$ cat config.mk
export PLATFORM = sky130hd
export DESIGN_NAME = cam_pixel_capture
export DESIGN_NICKNAME = d
export VERILOG_FILES = /design/src/rtl/cam_pixel_capture.sv
export SDC_FILE = /design/constraint.sdc
export NUM_CORES = 1
export LEC_CHECK = 0
export CORE_ASPECT_RATIO = 0.5
export CORE_MARGIN = 5
export CORE_UTILIZATION = 48
export CTS_CLUSTER_DIAMETER = 150
export CTS_CLUSTER_SIZE = 16
export DETAILED_ROUTE_END_ITERATION = 10
export DONT_BUFFER_PORTS = 1
export GPL_TIMING_DRIVEN = 0
export PLACE_DENSITY = 0.7
export SLEW_MARGIN = 25
export SYNTH_ARGS = -nofsm -noshare
export SYNTH_HDL_FRONTEND = slang
export SYNTH_SLANG_ARGS = --single-unit
$ cat constraint.sdc
create_clock -name clk -period 2.24 [get_ports clk]
set_input_delay 0.336 -clock clk [delete_from_list [all_inputs] [get_ports clk]]
set_output_delay 0.336 -clock clk [all_outputs]
set_load 0.02 [all_outputs]
$ cat src/rtl/cam_pixel_capture.sv
// Captures an RGB565 camera byte stream (sampled as data on the system clock) and emits held pixel writes.
// Optional frame counter enabled by defining CAM_PIXEL_CAPTURE_STATS_EN.
module cam_pixel_capture #(
    parameter int H_PIXELS = 320,
    parameter int V_LINES  = 240,
    parameter int WEN_HOLD = 4
) (
    input  logic        clk,
    input  logic        rst_n,
    input  logic        cam_pclk,
    input  logic        cam_vsync,
    input  logic        cam_href,
    input  logic [7:0]  cam_d,
    output logic [15:0] w_data,
    output logic        w_en,
    output logic        vsync,
    output logic        frame_done,
    output logic [2:0]  err_flags,
    output logic [15:0] frame_count
);
    localparam logic [15:0] H_MAX     = H_PIXELS[15:0];
    localparam logic [15:0] V_MAX     = V_LINES[15:0];
    localparam logic [3:0]  HOLD_INIT = 4'(WEN_HOLD - 1);

    typedef enum logic [1:0] {SYNC, LINE_WAIT, BYTE_HI, BYTE_LO} state_t;
    state_t r_state, w_state_next;

    logic       r_pclk_s1, r_pclk_s2, r_pclk_s3;
    logic       r_vs_s1, r_vs_s2, r_vs_d;
    logic       r_href_s1, r_href_s2, r_href_smp;
    logic [7:0] r_d_s1, r_d_s2, r_hi;
    logic [15:0] r_x, r_y;
    logic [3:0] r_hold;
    logic       r_cool;

    logic w_pclk_rise, w_vs_rise, w_vs_fall, w_href_hi, w_href_fall;
    logic w_start_frame, w_latch_hi, w_pixel_done, w_line_end, w_line_odd;
    logic w_frame_short, w_last_line, w_in_range, w_busy, w_emit, w_overrun;
    logic [15:0] w_y_inc;

    always_ff @(posedge clk) begin
        if (!rst_n) begin
            r_pclk_s1 <= 1'b0; r_pclk_s2 <= 1'b0; r_pclk_s3 <= 1'b0;
            r_vs_s1 <= 1'b0; r_vs_s2 <= 1'b0; r_vs_d <= 1'b0;
            r_href_s1 <= 1'b0; r_href_s2 <= 1'b0; r_href_smp <= 1'b0;
            r_d_s1 <= 8'd0; r_d_s2 <= 8'd0;
        end else begin
            r_pclk_s1 <= cam_pclk;  r_pclk_s2 <= r_pclk_s1; r_pclk_s3 <= r_pclk_s2;
            r_vs_s1   <= cam_vsync; r_vs_s2   <= r_vs_s1;   r_vs_d    <= r_vs_s2;
            r_href_s1 <= cam_href;  r_href_s2 <= r_href_s1;
            r_d_s1    <= cam_d;     r_d_s2    <= r_d_s1;
            // href history is kept in pclk time so a line end is seen only on a pclk rise
            if (w_pclk_rise)
                r_href_smp <= r_href_s2;
        end
    end

    assign w_pclk_rise = r_pclk_s2 & ~r_pclk_s3;
    assign w_vs_rise   = r_vs_s2 & ~r_vs_d;
    assign w_vs_fall   = ~r_vs_s2 & r_vs_d;
    assign w_href_hi   = w_pclk_rise & r_href_s2;
    assign w_href_fall = w_pclk_rise & ~r_href_s2 & r_href_smp;
    assign w_y_inc     = r_y + 16'd1;

    always_ff @(posedge clk) begin
        if (!rst_n)
            r_state <= SYNC;
        else
            r_state <= w_state_next;
    end

    always_comb begin
        w_state_next  = r_state;
        w_start_frame = 1'b0;
        w_latch_hi    = 1'b0;
        w_pixel_done  = 1'b0;
        w_line_end    = 1'b0;
        w_line_odd    = 1'b0;
        w_frame_short = 1'b0;
        w_last_line   = 1'b0;
        if (r_state == SYNC) begin
            if (w_vs_fall) begin
                w_start_frame = 1'b1;
                w_state_next  = LINE_WAIT;
            end
        end else if (w_vs_rise) begin
            w_state_next  = SYNC;
            w_frame_short = (r_y < V_MAX);
        end else begin
            case (r_state)
                LINE_WAIT: if (w_href_hi) begin
                    w_latch_hi   = 1'b1;
                    w_state_next = BYTE_LO;
                end
                BYTE_HI: if (w_href_hi) begin
                    w_latch_hi   = 1'b1;
                    w_state_next = BYTE_LO;
                end else if (w_href_fall) begin
                    w_line_end = 1'b1;
                end
                BYTE_LO: if (w_href_hi) begin
                    w_pixel_done = 1'b1;
                    w_state_next = BYTE_HI;
                end else if (w_href_fall) begin
                    w_line_end = 1'b1;
                    w_line_odd = 1'b1;
                end
                default: ;
            endcase
            if (w_line_end) begin
                if (w_y_inc >= V_MAX) begin
                    w_last_line  = 1'b1;
                    w_state_next = SYNC;
                end else begin
                    w_state_next = LINE_WAIT;
                end
            end
        end
    end

    // One idle cycle after each write level keeps consecutive rising edges distinct for the buffer
    assign w_busy     = w_en | r_cool;
    assign w_in_range = (r_x < H_MAX) && (r_y < V_MAX);
    assign w_emit     = w_pixel_done & w_in_range & ~w_busy;
    assign w_overrun  = w_pixel_done & ~w_emit;

    always_ff @(posedge clk) begin
        if (!rst_n) begin
            r_x <= 16'd0; r_y <= 16'd0; r_hi <= 8'd0;
            w_data <= 16'd0; w_en <= 1'b0; r_hold <= 4'd0; r_cool <= 1'b0;
            vsync <= 1'b0; frame_done <= 1'b0; err_flags <= 3'd0;
        end else begin
            frame_done <= w_last_line;
            vsync      <= r_vs_d;
            if (w_start_frame) begin
                r_x <= 16'd0;
                r_y <= 16'd0;
            end else if (w_line_end) begin
                r_x <= 16'd0;
                r_y <= w_y_inc;
            end else if (w_pixel_done && r_x != 16'hFFFF) begin
                r_x <= r_x + 16'd1;
            end
            if (w_latch_hi)
                r_hi <= r_d_s2;
            if (w_emit) begin
                w_data <= {r_hi, r_d_s2};
                w_en   <= 1'b1;
                r_hold <= HOLD_INIT;
                r_cool <= 1'b0;
            end else if (w_en) begin
                if (r_hold == 4'd0) begin
                    w_en   <= 1'b0;
                    r_cool <= 1'b1;
                end else begin
                    r_hold <= r_hold - 4'd1;
                end
            end else begin
                r_cool <= 1'b0;
            end
            err_flags <= err_flags | {w_overrun, w_frame_short, w_line_odd};
        end
    end

`ifdef CAM_PIXEL_CAPTURE_STATS_EN
    logic [15:0] r_frame_cnt;
    always_ff @(posedge clk) begin
        if (!rst_n)
            r_frame_cnt <= 16'd0;
        else if (frame_done)
            r_frame_cnt <= r_frame_cnt + 16'd1;
    end
    assign frame_count = r_frame_cnt;
`else
    assign frame_count = 16'd0;
`endif
endmodule
## After elaboration in Yosys (flattened, before gate mapping)

Cells that the tools add are included.

| storage, ports and cells | value |
|---|---|
| register bits after elaboration | 94 |

| operators by class | value |
|---|---|
| add/sub/neg operators | 3 |
| $lt $le $gt $ge | 3 |
| equality and inequality tests | 8 |
| multiplexer cells | 36 |
| bitwise gates (word level) | 21 |
| reductions and logical operators | 16 |

Operators by type and width:

| cell | count |
|---|---|
| adder 16 x 1 -> 16 bit (second input constant) | 2 |
| two-way mux 1 bit | 26 |
| two-way mux 2 bit | 9 |
| greater-or-equal comparator 16 x 8 -> 1 bit (second input constant) | 1 |
| < comparator 16 x 8 -> 1 bit (second input constant) | 1 |
| < comparator 16 x 9 -> 1 bit (second input constant) | 1 |
| inequality test 16 bit (second input constant) | 1 |
| inverter 1 bit | 10 |
| bitwise AND 1 bit | 9 |
| OR reduction 2 bit | 4 |
| OR reduction 3 bit | 2 |
| inequality test 5 x 1 -> 1 bit (second input constant) | 1 |
| inequality test 5 bit (second input constant) | 1 |
| nonzero test 5 bit | 1 |
| equality test 2 bit (second input constant) | 2 |
| logical NOT 4 bit | 1 |
| inequality test 2 bit (second input constant) | 2 |
| one-hot mux 2 bit (2 select lines) | 1 |
| AND reduction 2 bit | 2 |
| AND reduction 4 bit | 1 |
| OR reduction 4 bit | 1 |
| subtractor 4 x 1 -> 4 bit (second input constant) | 1 |
| OR 3 bit | 1 |
| equality test 2 x 1 -> 1 bit (second input constant) | 1 |
| other kinds (4) | 5 |

## Logic depth before layout (Yosys ltp)

Gate-level depths: netlist of the first run.

| depth | value |
|---|---|
| depth after elaboration | 12 |
| gate-level depth with buffers | 9 |
| mapped depth without buffers | 7 |

## Worst setup path before layout of the first run

Ideal clock, no wire load.

| timing | value |
|---|---|
| kind | reg2reg |
| from | register r_state[0] |
| to | register w_data[11] |
| data arrival time | 2.047 ns |
| path slack | 0.065 ns |
| cell stages (with the launch flop) | 10 |
| period minus slack after synthesis | 2.175 ns |
| cell sequence | dfxtp_1 inv_1 ha_1 clkbuf_1 or3_4 nor4b_2 buf_6 buf_12 mux2i_1 nor2_1 |

| between the ends | value |
|---|---|
| cells in the longest elaborated chain, start to end | 6 |
| elaborated cells on any way between the ends | 7 |
| those cells by class | eq/ne: 1; mux: 3; bitwise: 2; reduce/logical: 1 |

RTL lines:

| element | RTL line | source |
|---|---|---|
| start: declaration | 26 | `state_t r_state, w_state_next;` |
| start signal: assignment | 69 | `r_state <= w_state_next;` |
| equality test 2 bit | 90 | `case (r_state)` |
| two-way mux 1 bit | 90 |  |
| two-way mux 1 bit | 86 | `end else if (w_vs_rise) begin` |
| two-way mux 1 bit * | 81 | `if (r_state == SYNC) begin` |
| bitwise AND 1 bit * (2 in series) | 124 | `assign w_emit = w_pixel_done & w_in_range & ~w_busy;` |
| end signal: assignment | 147 | `w_data <= {r_hi, r_d_s2};` |
| end: declaration | 14 | `output logic [15:0] w_data,` |

Every way passes the cells marked *; elsewhere a longest branch is shown, timed or not.
A chain may end at the register's enable or synchronous reset.

## Worst setup path in the final report of the first run

| timing | value |
|---|---|
| from | register r_y[0] |
| to | register r_state[0] |

| between the ends | value |
|---|---|
| cells in the longest elaborated chain, start to end | 6 |

RTL lines:

| element | RTL line | source |
|---|---|---|
| start: declaration | 32 | `logic [15:0] r_x, r_y;` |
| start signal: assignment | 140 | `r_y <= w_y_inc;` |
| adder 16 x 1 -> 16 bit | 63 | `assign w_y_inc = r_y + 16'd1;` |
| greater-or-equal comparator 16 x 8 -> 1 bit | 111 | `if (w_y_inc >= V_MAX) begin` |
| two-way mux 1 bit | 111 |  |
| two-way mux 2 bit | 110 | `if (w_line_end) begin` |
| two-way mux 2 bit | 86 |  |
| two-way mux 2 bit | 81 |  |

No other way between the ends.

==> key figures, run 1 <==
Clock network
  • Maximum number of buffers from clock root to sink: 2
  • Library cell used as clock root buffer: sky130_fd_sc_hd__clkbuf_16
  • Clock sink count: 94
  • Total CTS buffers: 9
  • CTS H-tree depth: 3
  • Clk_lat worst skew: about 350 ps
  • Clock tree from TritonCTS: done
  • Clock edge transition at the registers on the reported setup and hold paths: 70 ps

Placement
  • Number of placed cells counting well taps: 574
  • Number of buffers inserted by port buffering: 0
  • Cell area reported after detailed placement: approximately 4300 um2
  • RePlAce Congestion: approximately 0.83
  • Detailed placer's ending HPWL: 5610 um

Die
  • I/O pin cnt: 51
  • Placeable core area: approximately 8000 um2
  • Die Span Y: roughly 76 um
  • Horizontal die dimension: between 100 and 150 um
  • Core Rows: 23
  • Starting density of the core: 50.4%
  • Overall die area: around 11000 um2

STA
  • Setup repair after global routing missed its margin: no
  • Tightest slew margin relative to the limit: between 50% and 60%
  • Final setup skew: between 8 and 9 ps
  • Fmax: between 400 and 500 MHz
  • Final setup violating endpoints: 0
  • Total Negative Setup Slacks: 0 ps
  • Crit path time final: around 2100 ps
  • Period utilization: between 90% and 100%
  • Count of final max-slew check failures: 0
  • Tightest Pin Transition: just under 700 ps
  • Number of hold violations in the final report: 0

Synthesis
  • Post-synthesis sequential area ratio: a little under half
  • Number of unique standard cell types used by synthesis: 55
  • Top cells by area, synth: sky130_fd_sc_hd__dfxtp_1 46%, sky130_fd_sc_hd__mux2i_1 7.3%, sky130_fd_sc_hd__nor2_1 5.6%
  • Async set-or-reset flop fraction in the synthesized netlist: 0%
  • Flip-flop and latch count after synthesis: 94
  • Synthesized area per cell: around 9 um2
  • Number of synthesized flops with an enable pin: 0
  • Portion of synthesized cell area occupied by the leading cell type: 45.6%
  • Number of warnings printed during yosys synthesis: 0
  • Number of instances in the synthesized netlist: roughly 450
  • Predominant post-synthesis flop cell: sky130_fd_sc_hd__dfxtp_1
  • Cell area after synthesis: between 4000 and 5000 um2
  • Dominant cell type by area after synthesis: sky130_fd_sc_hd__dfxtp_1

Cells and area
  • Count of placed standard cells in the final layout, fillers left out: 594
  • Post-layout utilization of the core: between 50 and 60%
  • Layout area overhead: 14.0%
  • Nets@finish: approximately 500
  • Post-route cell area: 4710 um2
  • Number of antenna repair diodes: 0
  • Share of final-layout standard cells stronger than drive strength 1: between 10% and 20%

Min path
  • Type of the worst min-delay path: primary input to flop

Outcome
  • Run status: finished, final reports clean

Setup path
  • Critical Path Fanout Max: 7
  • Kind of end point of the critical path: flop
  • Required time of the worst setup path: roughly 2500 ps
  • Category of the critical setup timing path: flop to flop
  • Arrival time worst endpoint: about 2400 ps
  • Startpoint class of the critical path: flop

Global route
  • Wire length of the first global-routing pass: 13500 um
  • Overall global routing resource usage: between 15 and 20%
  • Largest net degree at the start of global routing: 18
  • Number of antenna violations at the first check in global routing: 0
  • Number of global-route vias before repair: around 2800
  • Congestion Overflow GR: 0

Route
  • Total routed wirelength: a little over 8000 um
  • Number of vias after detailed routing: approximately 3100
  • 1st-iter DRT viols: around 170
  • Routed via count divided by cell count: 5.22
  • Residual DRC count: 0
  • Drt wl/cell: between 10 and 15 um
  • Initial DRT Pass Iterations: 4
  • Remaining number of nets flagged by the antenna check after routing: 0

Pwr
  • Overall power: about 3.3 mW
  • Power density over the cells: approximately 700 nW/um2
  • Leakage dissipation: between 1.5 and 2 nW
  • Worst VDD drop: 0.521 mV

Job
  • Number of violations of the max-capacitance limit: 0
## area by class of cell
| cell class | count | area, um2 |
|---|---|---|
| fill | 700 | 3490 |
| multi-input combinational | 317 | 2060 |
| sequential | 94 | 1880 |
| buffer | 37 | 240 |
| clock buffer | 10 | 229 |
| tap | 112 | 140 |
| clock inverter | 6 | 53.8 |
| timing repair buffer | 5 | 50.0 |
| inverter | 13 | 48.8 |
## worst max-delay path, stage by stage, from the launching register on
cell and delay (ps):
sky130_fd_sc_hd__dfxtp_1 430, sky130_fd_sc_hd__ha_1 210, sky130_fd_sc_hd__and3_1 160, sky130_fd_sc_hd__clkbuf_1 270, sky130_fd_sc_hd__mux2i_1 120, sky130_fd_sc_hd__o32a_1 350
sky130_fd_sc_hd__nor4_2 350, sky130_fd_sc_hd__o31a_1 160
## placed cells by master, fill, tap and decap left out, types with 4 or more instances in the layout
cell type,Yosys,layout
sky130_fd_sc_hd__xor2_1,9,9
sky130_fd_sc_hd__o21ai_0,16,16
sky130_fd_sc_hd__and2_1,26,26
sky130_fd_sc_hd__nor2_1,62,62
sky130_fd_sc_hd__nand2_1,18,18
sky130_fd_sc_hd__nor3_1,6,6
sky130_fd_sc_hd__nand3_1,17,17
sky130_fd_sc_hd__or4_1,6,6
sky130_fd_sc_hd__a21oi_1,16,16
sky130_fd_sc_hd__dfxtp_1,94,92
sky130_fd_sc_hd__clkbuf_16,0,9
sky130_fd_sc_hd__and3_1,7,7
sky130_fd_sc_hd__a22o_1,4,4
sky130_fd_sc_hd__or3_1,9,9
sky130_fd_sc_hd__clkbuf_1,10,10
sky130_fd_sc_hd__conb_1,1,16
sky130_fd_sc_hd__ha_1,8,6
sky130_fd_sc_hd__nor4_1,5,4
sky130_fd_sc_hd__o31ai_1,4,4
sky130_fd_sc_hd__nand4_1,6,6
sky130_fd_sc_hd__buf_2,8,8
sky130_fd_sc_hd__xnor2_1,6,6
sky130_fd_sc_hd__inv_1,13,13
sky130_fd_sc_hd__mux2i_1,30,30
sky130_fd_sc_hd__buf_4,16,20
sky130_fd_sc_hd__a31oi_1,4,4
## synth_stat cells, drive strengths merged (7+ instances only)
cell type and count:
a21oi 16, and2 26, and3 7, buf 28, clkbuf 10, dfxtp 94, ha 8, inv 13
mux2i 30, nand2 18, nand3 17, nand4 7, nor2 62, nor3 7, o21ai 17, or3 10
xor2 9
## stage by stage
| step | hold slack, ps | worst slack [ps] |
|---|---|---|
| 2_1_floorplan | 412 | 65.4 |
| 3_3_place_gp | 414 | -347 |
| 3_5_place_dp | 420 | -340 |
| 4_1_cts | 105 | 17.0 |
| 5_1_grt | 106 | 10.9 |
| 6_report | 114 | 142 |
## routing by layer
layer  global-route usage, %  wire length (um)  vias to the layer above
li1                        -                 -                     1580
met2                    26.1              3490                       77
met3                    5.33               454                        7
met5                       0                 0                        -
met1                    20.4              4000                     1439
met4                    6.12                93                        0
## sequential cells by signal (all words and copies together), names as in the netlist, 2 cells and up
name,count
err_flags,3
r_d_s1,8
r_d_s2,8
r_hi,8
r_hold,4
r_state,2
r_x,16
r_y,16
w_data,16
## kinds of logic (layout without fill, tap and decap cells)
| kind of cell | Yosys count | count (layout) | share of synthesized area (%) |
|---|---|---|---|
| flops | 94 | 94 | 45.6 |
| xor+xnor | 15 | 15 | 3.18 |
| compound gates | 62 | 62 | 9.57 |
| other cells | 1 | 16 | 0.0908 |
| mux | 31 | 31 | 7.54 |
| buf+inv | 51 | 71 | 7.09 |
| fa+ha+maj | 8 | 8 | 2.42 |
| simple gates | 185 | 185 | 24.5 |
## power by group
part / switching, mW / total (mW) / internal (mW)
clock network: 0.684 / 1.46 / 0.775
registers: 0.0145 / 1.71 / 1.69
logic: 0.0937 / 0.151 / 0.0575
total: 0.793 / 3.32 / 2.53
## final timing paths
path | start | to | slack [ps] | cells after the start
min | cam_d[5] | r_d_s1[5] | 110 | 1
min reg2reg | r_d_s1[0] | r_d_s2[0] | 430 | 1
max reg2reg | r_y[0] | r_state[0] | 140 | 7
max | r_y[0] | r_state[0] | 140 | 7
## timing repair
action	in CTS	in global routing
gates cloned	0	0
gates resized for setup	3	7
buffers inserted	2	3
endpoints found under the setup margin	48	34
hold buffers	0	0
pin swaps	0	1
Power figures use the tool's default switching activity.
==> run 2: changes to the inputs <==
--- a/config.mk
+++ b/config.mk
@@ -12,7 +12,6 @@
 export CTS_CLUSTER_SIZE = 16
 export DETAILED_ROUTE_END_ITERATION = 10
 export DONT_BUFFER_PORTS = 1
-export GPL_TIMING_DRIVEN = 0
 export PLACE_DENSITY = 0.7
 export SLEW_MARGIN = 25
 export SYNTH_ARGS = -nofsm -noshare
==> run 2 against run 1 <==
  * Flip-flop and latch count is the same
  * Highest routed layer unchanged
  * Largest power group unchanged
  * Core utilization shrank 1.8 points
  * First-iteration DRC count shrank 30%
==> key figures, run 2 (same netlist as run 1, synthesis figures left out) <==
Cells and area
  • Share of final-layout standard cells stronger than drive strength 1: 11.3% (-2.2 points)
  • Largest registers ranked by flip-flop count: r_x x16, r_y x16, w_data x16
  • Nets@finish: 477 (-4.2%)
  • Number of antenna repair diodes: 0 (unchanged)
  • Post-layout utilization of the core: 55.6% (-1.8 points)
  • Layout area overhead: 10.4%
  • Most used cells in the layout excluding fill and tap cells: 93 x sky130_fd_sc_hd__dfxtp_1, 61 x sky130_fd_sc_hd__nor2_1, 30 x sky130_fd_sc_hd__mux2i_1, 26 x sky130_fd_sc_hd__and2_1, 20 x sky130_fd_sc_hd__buf_4
  • Most common cell after layout, fill and taps aside: sky130_fd_sc_hd__dfxtp_1
  • Count of placed standard cells in the final layout, fillers left out: 573 (-3.5%)

Setup path
  • Worst Reg-to-Reg Cells: 6 (-1)
  • RR Endpoint: w_data[8]
  • Setup slack on the worst flop-to-flop path: 130 ps (about the same)
  • Required time of the worst setup path: 2460 ps (-60 ps)
  • Launch instance of the worst register-to-register path: r_y[13]
  • Arrival time worst endpoint: 2330 ps (-50 ps)
  • Critical Path Fanout Max: 19 (+12)
  • Startpoint class of the critical path: flop
  • Kind of end point of the critical path: flop
  • Category of the critical setup timing path: flop to flop

STA
  • Count of final max-slew check failures: 0 (unchanged)
  • Final setup violating endpoints: 0 (unchanged)
  • Tightest slew margin relative to the limit: 62.4% (+8.1 points)
  • Setup repair after global routing missed its margin: no
  • Number of hold violations in the final report: 0 (unchanged)
  • Total Negative Setup Slacks: 0 ps (unchanged)
  • Crit path time final: 2110 ps (+12.7 ps)
  • Worst Slack Setup Final: 130 ps (-12.7 ps)
  • Final setup skew: 7.25 ps (-1.34 ps)
  • Tightest Pin Transition: 562 ps (-121 ps)
  • Fmax: 474 MHz (-0.60%)
  • Period utilization: 94.2% (+0.57 points)

Route
  • 1st-iter DRT viols: 117 (-30%)
  • Routed via count divided by cell count: 5.19 (-0.58%)
  • Residual DRC count: 0 (unchanged)
  • Total routed wirelength: 7650 um (-4.9%)
  • Initial DRT Pass Iterations: 4 (unchanged)
  • Number of vias after detailed routing: 2976 (-4.1%)
  • Remaining number of nets flagged by the antenna check after routing: 0 (unchanged)
  • Drt wl/cell: 13.3 um (-1.4%)

Clock network
  • Number of post-CTS setup repair buffers: 0 (-2)
  • Total CTS buffers: 9 (unchanged)
  • Clk_lat worst skew: 340 ps (about the same)
  • CTS H-tree depth: 3 (unchanged)
  • Hold Buf Count CTS: 0 (unchanged)
  • Maximum number of buffers from clock root to sink: 2 (unchanged)
  • Clock sink count: 94 (unchanged)
  • Clock edge transition at the registers on the reported setup and hold paths: 70 ps (about the same)
  • Clock tree from TritonCTS: done
  • Library cell used as clock root buffer: sky130_fd_sc_hd__clkbuf_16

Global route
  • Congestion Overflow GR: 0 (unchanged)
  • Number of antenna violations at the first check in global routing: 0 (unchanged)
  • Overall global routing resource usage: 15.4% (-0.66 points)
  • Number of global-route vias before repair: 2787 (-0.64%)
  • Largest net degree at the start of global routing: 34 (+16)
  • Wire length of the first global-routing pass: 13100 um (-2.9%)

Min path
  • Min-Delay Path Depth: 1 (unchanged)
  • Sink of the worst hold path: r_d_s1[5]
  • Type of the worst min-delay path: primary input to flop
  • Startpoint of the worst hold path: cam_d[5]

Die
  • Core Rows: 23 (unchanged)
  • Overall die area: 10700 um2 (unchanged)
  • Die Span Y: 75.6 um (unchanged)
  • Starting density of the core: 50.4% (unchanged)
  • I/O pin cnt: 51 (unchanged)
  • Placeable core area: 8200 um2 (unchanged)
  • Horizontal die dimension: 141 um (unchanged)

Job
  • Number of violations of the max-capacitance limit: 0 (unchanged)

Placement
  • Number of buffers inserted by port buffering: 0 (unchanged)
  • Detailed placer's ending HPWL: 5480 um (-2.4%)
  • Worst Setup Slack post-DPL: 117 ps (+457 ps)
  • Number of placed cells counting well taps: 557 (-3.0%)
  • RePlAce Congestion: 0.858 (+2.9%)

Pwr
  • Worst VDD drop: 0.466 mV (-11%)
  • Power density over the cells: 720 nW/um2 (+2.2%)
  • Leakage dissipation: 1.70 nW (-4.6%)

Outcome
  • Run status: finished, final reports clean
-- run 2: cell types whose count changed in the layout (fill, tap and decap cells not counted), sizes merged --
cell / change
buf: -12
clkbuf: -9
clkinvlp: +2
clkinv: -1
inv: -1
-- run 2: final cells by class --
type | instances | area, um2
Clock buffer | 10 | 239
Tap cell | 112 | 140
Timing Repair Buffer | 21 | 170
Multi-Input combinational cell | 317 | 2030
Fill cell | 744 | 3640
Sequential cell | 94 | 1880
Clock inverter | 6 | 53.8
Inverter | 13 | 48.8
-- run 2: worst max path at each step --
| stage | startpoint | to | slack, ps | depth (start not counted) |
|---|---|---|---|---|
| 5_1_grt | r_x[8] | r_x[5] | 5 | 5 |
| 3_5_place_dp | r_state[0] | r_y[11] | 120 | 9 |
| 4_1_cts | r_state[0] | r_y[11] | 100 | 9 |
| 2_1_floorplan | r_state[0] | w_data[11] | 70 | 9 |
| 3_3_place_gp | r_state[0] | r_y[11] | 90 | 9 |
| 6_report | r_y[13] | w_data[8] | 130 | 6 |
-- run 2: stage by stage --
| stage | cell area, um2 | power, mW | hold slack [ps] |
|---|---|---|---|
| floorplan | 4190 | 1.86 | 412 |
| global placement | 4260 | 1.86 | 414 |
| detailed placement | 4260 | 1.86 | 418 |
| CTS | 4550 | 3.33 | 101 |
| global route | 4560 | 3.41 | 102 |
| finish | 4560 | 3.29 | 116 |
-- run 2: layer usage --
| metal | vias up | wire length, um | global-route usage, % |
|---|---|---|---|
| li1 | 1532 | - | - |
| met1 | 1366 | 3730 | 18.9 |
| met2 | 69 | 3320 | 25.5 |
| met3 | 9 | 494 | 5.14 |
| met4 | 0 | 104 | 6.66 |
| met5 | - | 0 | 0 |
-- run 2: power breakdown --
part	switching [mW]	internal, mW
sequential	0.0131	1.69
clock	0.664	0.801
combinational	0.0785	0.0348
-- run 2: timing repair --
action                     CTS  global route
setup endpoints to repair    0             4
gates resized for setup      0             3
hold endpoints to repair     0             0
-- run 2: worst max-delay path, cell delays in order, from the launching register on --
cell and delay (ps):
sky130_fd_sc_hd__dfxtp_1 340, sky130_fd_sc_hd__or3_1 400, sky130_fd_sc_hd__nand4b_1 360, sky130_fd_sc_hd__nor4b_4 390, sky130_fd_sc_hd__buf_12 210, sky130_fd_sc_hd__mux2i_1 220
sky130_fd_sc_hd__nor2_1 60
